### src/rtl/regfile_mp_pkg.sv
// Shared types and defaults for the multi-port GPR file (regfile_mp).
// Optional same-cycle write-to-read bypass is enabled by defining REGFILE_BYPASS_EN.
package regfile_mp_pkg;

  localparam int unsigned DEF_WIDTH  = 32;
  localparam int unsigned DEF_NREGS  = 32;
  localparam int unsigned DEF_NREAD  = 4;
  localparam int unsigned DEF_NWRITE = 2;
  localparam int unsigned DEF_AW     = $clog2(DEF_NREGS);

  typedef logic [DEF_AW-1:0]    creg_addr_t;
  typedef logic [DEF_WIDTH-1:0] word_t;

  // Register 0 is architecturally zero: never stored, never busy.
  localparam creg_addr_t ZERO_REG = '0;

  function automatic logic is_zero_reg(input creg_addr_t addr);
    return addr == ZERO_REG;
  endfunction

endpackage

### src/rtl/regfile_wsel.sv
// Fixed-priority write selector: for one target address, picks the
// highest-index enabled write port hitting it and forwards that port's data.
module regfile_wsel #(
  parameter int unsigned WIDTH  = 32,
  parameter int unsigned NWRITE = 2,
  parameter int unsigned AW     = 5
) (
  input  logic [NWRITE-1:0]            we_i,
  input  logic [NWRITE-1:0][AW-1:0]    wa_i,
  input  logic [NWRITE-1:0][WIDTH-1:0] wd_i,
  input  logic [AW-1:0]                addr_i,
  output logic                         hit_o,
  output logic [WIDTH-1:0]             data_o
);

  // Later ports overwrite earlier matches, so the highest index wins.
  always_comb begin
    hit_o  = 1'b0;
    data_o = '0;
    for (int j = 0; j < int'(NWRITE); j++) begin
      if (we_i[j] && (wa_i[j] == addr_i)) begin
        hit_o  = 1'b1;
        data_o = wd_i[j];
      end
    end
  end

endmodule

### src/rtl/regfile_mp.sv
// Multi-port GPR file with hardwired-zero r0 and per-register busy scoreboard.
// Define REGFILE_BYPASS_EN to forward same-cycle writes onto the read ports.
module regfile_mp
  import regfile_mp_pkg::*;
#(
  parameter  int unsigned WIDTH  = DEF_WIDTH,
  parameter  int unsigned NREGS  = DEF_NREGS,
  parameter  int unsigned NREAD  = DEF_NREAD,
  parameter  int unsigned NWRITE = DEF_NWRITE,
  localparam int unsigned AW     = $clog2(NREGS)
) (
  input  logic                         clk,
  input  logic                         reset,
  input  logic [NREAD-1:0][AW-1:0]     ra,
  output logic [NREAD-1:0][WIDTH-1:0]  rd,
  output logic [NREAD-1:0]             rbusy,
  input  logic [NWRITE-1:0]            we,
  input  logic [NWRITE-1:0][AW-1:0]    wa,
  input  logic [NWRITE-1:0][WIDTH-1:0] wd,
  input  logic                         claim_valid,
  input  logic [AW-1:0]                claim_addr,
  output logic [AW:0]                  busy_count
);

  localparam logic [AW-1:0] ZERO_ADDR = AW'(ZERO_REG);

  logic [WIDTH-1:0] regs_q [NREGS];
  logic [WIDTH-1:0] wdat   [NREGS];
  logic [NREGS-1:0] whit;
  logic [NREGS-1:0] busy_q, busy_d;
  logic [AW:0]      count_q, count_d;

  // One priority selector per architectural register; r0 has none and never loads.
  for (genvar r = 0; r < int'(NREGS); r++) begin : g_reg
    if (r == 0) begin : g_zero
      assign whit[r] = 1'b0;
      assign wdat[r] = '0;
    end else begin : g_sel
      regfile_wsel #(
        .WIDTH  (WIDTH),
        .NWRITE (NWRITE),
        .AW     (AW)
      ) u_wsel (
        .we_i   (we),
        .wa_i   (wa),
        .wd_i   (wd),
        .addr_i (AW'(r)),
        .hit_o  (whit[r]),
        .data_o (wdat[r])
      );
    end

    always_ff @(posedge clk) begin
      if (reset || (r == 0)) begin
        regs_q[r] <= '0;
      end else if (whit[r]) begin
        regs_q[r] <= wdat[r];
      end
    end
  end

  // A claim is applied after the write clear so a new producer keeps the register busy.
  always_comb begin
    busy_d = busy_q & ~whit;
    if (claim_valid && (claim_addr != ZERO_ADDR)) begin
      busy_d[claim_addr] = 1'b1;
    end
    busy_d[0] = 1'b0;
    count_d   = '0;
    for (int r = 0; r < int'(NREGS); r++) begin
      count_d = count_d + {{AW{1'b0}}, busy_d[r]};
    end
  end

  always_ff @(posedge clk) begin
    if (reset) begin
      busy_q  <= '0;
      count_q <= '0;
    end else begin
      busy_q  <= busy_d;
      count_q <= count_d;
    end
  end

  assign busy_count = count_q;

`ifdef REGFILE_BYPASS_EN
  logic [NREAD-1:0]            bhit;
  logic [WIDTH-1:0]            bdat [NREAD];

  // Read-side selectors reuse the write priority so forwarded data matches what gets stored.
  for (genvar p = 0; p < int'(NREAD); p++) begin : g_byp
    regfile_wsel #(
      .WIDTH  (WIDTH),
      .NWRITE (NWRITE),
      .AW     (AW)
    ) u_bsel (
      .we_i   (we),
      .wa_i   (wa),
      .wd_i   (wd),
      .addr_i (ra[p]),
      .hit_o  (bhit[p]),
      .data_o (bdat[p])
    );
  end

  always_comb begin
    rd    = '0;
    rbusy = '0;
    for (int p = 0; p < int'(NREAD); p++) begin
      if (ra[p] == ZERO_ADDR) begin
        rd[p]    = '0;
        rbusy[p] = 1'b0;
      end else if (bhit[p]) begin
        rd[p]    = bdat[p];
        rbusy[p] = claim_valid && (claim_addr == ra[p]);
      end else begin
        rd[p]    = regs_q[ra[p]];
        rbusy[p] = busy_q[ra[p]];
      end
    end
  end
`else
  always_comb begin
    rd    = '0;
    rbusy = '0;
    for (int p = 0; p < int'(NREAD); p++) begin
      if (ra[p] == ZERO_ADDR) begin
        rd[p]    = '0;
        rbusy[p] = 1'b0;
      end else begin
        rd[p]    = regs_q[ra[p]];
        rbusy[p] = busy_q[ra[p]];
      end
    end
  end
`endif

endmodule

### config.mk
export PLATFORM = sky130hd
export DESIGN_NAME = regfile_mp
export DESIGN_NICKNAME = d
export VERILOG_FILES = /design/src/rtl/regfile_mp_pkg.sv /design/src/rtl/regfile_wsel.sv /design/src/rtl/regfile_mp.sv
export SDC_FILE = /design/constraint.sdc
export NUM_CORES = 2
export LEC_CHECK = 0
export BUFFER_PORTS_ARGS = -buffer_cell sky130_fd_sc_hd__buf_4
export CAP_MARGIN = 20
export CORE_MARGIN = 5
export CORE_UTILIZATION = 40
export CTS_CLUSTER_DIAMETER = 80
export DETAILED_ROUTE_END_ITERATION = 16
export HOLD_SLACK_MARGIN = 0.02
export SYNTH_ARGS = -nofsm -noshare
export SYNTH_HDL_FRONTEND = slang
export SYNTH_SLANG_ARGS = --single-unit
### constraint.sdc
create_clock -name clk -period 18.7 [get_ports clk]
set_input_delay 3.74 -clock clk [delete_from_list [all_inputs] [get_ports clk]]
set_output_delay 3.74 -clock clk [all_outputs]
set_load 0.005 [all_outputs]
==> results.rst <==
.. list-table::
   :header-rows: 1

   * - Metric
     - Value
   * - Achievable frequency
     - 82.3 MHz
   * - Dominant combinational cell family by area after synthesis
     - multiplexers
   * - Htree depth
     - 3
   * - DRC errors left
     - 0
   * - Critical path endpoint category
     - output pin
   * - Layout cells sized above 1
     - 0.165
   * - Weighted congestion reported at the end of routability-driven placement
     - 1.03
   * - Post-CTS Resized
     - 0
   * - Final min period
     - 12.16 ns
   * - Critical-path top delay cell
     - sky130_fd_sc_hd__a31oi_1
   * - Finished Core Util
     - 0.437
   * - Power, Total
     - 6.91 mW
   * - Static leakage
     - ~33 nW
   * - Main area contributors after synthesis
     - sky130_fd_sc_hd__edfxtp_1 37%, sky130_fd_sc_hd__mux2i_1 15%, sky130_fd_sc_hd__nand2_1 9.4%, sky130_fd_sc_hd__mux4_2 7.4%, sky130_fd_sc_hd__a21oi_1 6.0%
   * - Cell with the most instances after synthesis
     - sky130_fd_sc_hd__nand2_1
   * - Die Outline Area
     - 213,000 µm²
   * - Final worst-path cycle share
     - 0.650
   * - Pins Over Slew Limit
     - 0
   * - Total of endpoints with negative setup slack in the final report
     - 0
   * - IO Count
     - ~240
   * - GRT Residual Overflow
     - 0
   * - Maximum fanout along the worst path
     - 49
   * - Sum Neg Setup Slack
     - 0 ns
   * - Outcome
     - completed
   * - Headroom to the max-slew limit
     - 0.0716
   * - Number of I/O port buffers
     - ~240
   * - CTS sink count
     - 1,029
   * - Worst reg-to-reg setup slack
     - 13.41 ns
   * - Peak supply drop
     - 81.3 µV
   * - Total Nets Final
     - 8,356
   * - Routed wirelength normalized by instance count
     - 40.7 µm
   * - Synthesized net count
     - approximately 9k
   * - Area delta synth->final
     - 8.46%
   * - Adder and majority cell fraction of the synthesized area
     - 0.00673
   * - Row cnt
     - 165
   * - RSZ-0062 raised after global routing
     - false
   * - Die span in x
     - 461 µm
   * - Global-route wire length before repair
     - around 610,000 µm
   * - Core region area
     - roughly 200,000 µm²
   * - Most instantiated flip-flop cell in the synthesis netlist
     - sky130_fd_sc_hd__edfxtp_1
   * - Area of the mapped netlist
     - approximately 80,000 µm²
   * - Reg-to-reg endpoint
     - busy_count[4]
   * - Height of the die
     - 461 µm
   * - Delay-heaviest family, CP
     - buffers and inverters
   * - XOR/XNOR share of the synthesized area
     - 0.000108
   * - Critical Path Start
     - ra[15]
   * - Number of warnings printed during yosys synthesis
     - 0
   * - Number of antenna violations at the first check in global routing
     - 26
   * - Latest clock arrival within the worst-skew pair
     - 0.81 ns
   * - Total power density per cell area
     - 78.2 nW/µm²
   * - Sequential-to-total area share from yosys stat
     - 0.375
   * - Clk_skew
     - 0.00869 ns
   * - Area fraction of the dominant cell type after synthesis
     - 0.366
   * - Post-synthesis instance total
     - 8,636
   * - Crit. path cell count
     - 8
   * - Number of violations of the max-capacitance limit
     - 0
   * - Number of buffers and inverters on the critical path
     - 4
   * - Final worst slack
     - 6.54 ns
   * - Maximum number of pins on one net before global-route repair
     - between 100 and 150
   * - Detailed-route wire length
     - 448,000 µm
   * - Worst path cell trace
     - buf_8 > buf_4 > buf_4 > mux4_2 > a22o_1 > a31oi_1 > nor3_1 > buf_4
   * - Worst path arrival time
     - between 8 and 9 ns
   * - Total GRT Usage
     - 0.403
   * - Number of enable flip-flop cells after synthesis
     - 992
   * - Total clock buffers created by CTS
     - 118
   * - TritonCTS clock tree
     - done
   * - Crit path capture
     - rd[111]
   * - FF-to-FF Start
     - busy_q[28]
   * - Portion of netlist area occupied by mux cells
     - 0.255
   * - Share of the synthesized area in compound gates (AO/OA/AOI/OAI)
     - 0.160
   * - Starting Density
     - 0.403
   * - Number of hold violations in the final report
     - 0
   * - Clock root buffer
     - sky130_fd_sc_hd__clkbuf_16
   * - Worst Max-Slew Pin Slew
     - 1.38 ns
   * - Number of distinct library cells after synthesis
     - 67
   * - Via count of the first global-routing pass
     - 76.5k
   * - Worst endpoint required time
     - 14.96 ns
   * - Number of fillers in the final layout
     - 19.1k
   * - Most used standard cells in the synthesized netlist
     - 2,041 x sky130_fd_sc_hd__nand2_1, 1,250 x sky130_fd_sc_hd__mux2i_1, 992 x sky130_fd_sc_hd__edfxtp_1
   * - Worst reg2reg path depth
     - 16
   * - Share of synthesized cell area in and, or, nand and nor gates
     - 0.142
   * - Worst stage delay on the critical path
     - just under 0.9 ns
   * - FFs w/ async S/R, synth
     - 0
   * - CP most frequent cell
     - sky130_fd_sc_hd__buf_4
   * - Max Buffers Root-to-Sink
     - 3
   * - Post-CTS Repair Setup Buffers
     - 0
   * - Leading area contributor after synthesis
     - sky130_fd_sc_hd__edfxtp_1
   * - Class of the most critical setup path
     - in -> out
   * - Vias per cell
     - 7.46
   * - Post-cts hold buffer count
     - 0
   * - Number of DRC violations after detailed-routing iteration 0
     - 17.8k
   * - Synthesis-stage register bit count
     - about 1.0k
   * - Reg clk slew, reported paths
     - 0.06 ns
   * - Type of element launching the critical path
     - input pin
   * - Worst min-delay path class
     - reg -> reg
   * - Detailed placement HPWL
     - between 200,000 and 300,000 µm
   * - Post-detailed-route count of antenna-violating nets
     - 0
   * - Worst slack, placed
     - 6.84 ns
   * - Mean cell area of the mapped netlist
     - 9.43 µm²
   * - First drt pass iteration count
     - 12
   * - Total vias in the final route
     - 82.2k
-- cell type report --
cell class / count / area (µm²) / share of cell area
sequential: 1029 / 30500 / 0.346
inverter: 27 / 101 / 0.00115
tap: 2672 / 3340 / 0.0378
clock inverter: 78 / 825 / 0.00933
multi-input combinational: 6571 / 46600 / 0.528
clock buffer: 144 / 3140 / 0.0356
timing repair buffer: 475 / 3720 / 0.0421
antenna: 22 / 55.1 / 0.000623
-- routing by layer --
metal,track usage,vias up,part of all wire
li1,-,31464,-
met1,0.481,39360,0.33
met2,0.545,8897,0.39
met3,0.170,2455,0.17
met4,0.368,12,0.11
met5,0.00161,-,0.00020
-- per-stage QoR --
step	hold WS, ns	cell area (µm²)	std cells
2_1_floorplan	0.535	81500	8636
3_3_place_gp	0.661	84000	10746
3_5_place_dp	0.695	84100	10755
4_1_cts	0.710	88100	10977
5_1_grt	0.752	88300	11007
6_report	0.725	88400	11018
-- registers in the layout, indices dropped and copies added, names as in the netlist --
signal	count
busy_count	6
regs_q	992
busy_q	31
-- worst min path at each step --
| stage | slack [ns] | depth (start not counted) | to | from |
|---|---|---|---|---|
| floorplan | 0.53 | 2 | busy_q[15] | busy_q[15] |
| global placement | 0.66 | 2 | busy_q[15] | busy_q[15] |
| detailed placement | 0.69 | 2 | busy_q[1] | busy_q[1] |
| CTS | 0.71 | 2 | busy_q[1] | busy_q[1] |
| global route | 0.75 | 2 | busy_q[15] | busy_q[15] |
| finish | 0.73 | 2 | busy_q[1] | busy_q[1] |
-- placed cells by master (no fill, tap or decap), types with 33 or more instances in the layout --
cell,netlist,routed
sky130_fd_sc_hd__a211oi_1,71,70
sky130_fd_sc_hd__a22oi_1,145,145
sky130_fd_sc_hd__dfxtp_1,37,37
sky130_fd_sc_hd__mux4_2,268,268
sky130_fd_sc_hd__nand2b_2,0,34
sky130_fd_sc_hd__a221o_1,97,97
sky130_fd_sc_hd__nand2_1,2041,2007
sky130_fd_sc_hd__buf_4,103,442
sky130_fd_sc_hd__a21oi_1,982,982
sky130_fd_sc_hd__edfxtp_1,992,992
sky130_fd_sc_hd__a21oi_2,44,44
sky130_fd_sc_hd__mux2i_1,1250,1250
sky130_fd_sc_hd__a31oi_1,64,63
sky130_fd_sc_hd__nor3_1,328,323
sky130_fd_sc_hd__o22ai_1,574,574
sky130_fd_sc_hd__nor2b_1,65,57
sky130_fd_sc_hd__clkbuf_16,0,121
sky130_fd_sc_hd__a221oi_1,33,33
sky130_fd_sc_hd__mux2_2,196,196
sky130_fd_sc_hd__a22o_1,76,76
-- power by group --
part / switching [mW] / leakage, nW / internal, mW
combinational: 1.04 / 21.7 / 0.544
clock: 1.11 / 1.91 / 1.38
sequential: 0.164 / 9.80 / 2.68
total: 2.31 / 33.4 / 4.60
-- cell families (layout without fill, tap and decap cells) --
group                      after synthesis  count (layout)
xor gates and xnor gates                 1               1
muxes                                 1714            1714
AOI/OAI and AO/OA                     2114            2114
DFF                                   1029            1029
buffers and inverters                 1036             724
other                                    0              22
and+or+nand+nor                       2712            2712
adders and majority gates               30              30
-- worst reg2reg max path, cell delays in order (launching register included) --
cell	delay (ns)
sky130_fd_sc_hd__dfxtp_1	0.38
sky130_fd_sc_hd__inv_1	0.08
sky130_fd_sc_hd__a2bb2oi_1	0.35
sky130_fd_sc_hd__fa_1	0.52
sky130_fd_sc_hd__fa_1	0.57
sky130_fd_sc_hd__fa_1	0.46
sky130_fd_sc_hd__fa_1	0.58
sky130_fd_sc_hd__fa_1	0.43
sky130_fd_sc_hd__fa_1	0.43
sky130_fd_sc_hd__inv_1	0.08
sky130_fd_sc_hd__fa_1	0.21
sky130_fd_sc_hd__inv_1	0.08
sky130_fd_sc_hd__fa_1	0.44
sky130_fd_sc_hd__nor2b_1	0.16
sky130_fd_sc_hd__o21ai_0	0.11
sky130_fd_sc_hd__a21boi_0	0.20
sky130_fd_sc_hd__nor3_1	0.07
No activity file was read; power rests on OpenSTA's default activity.
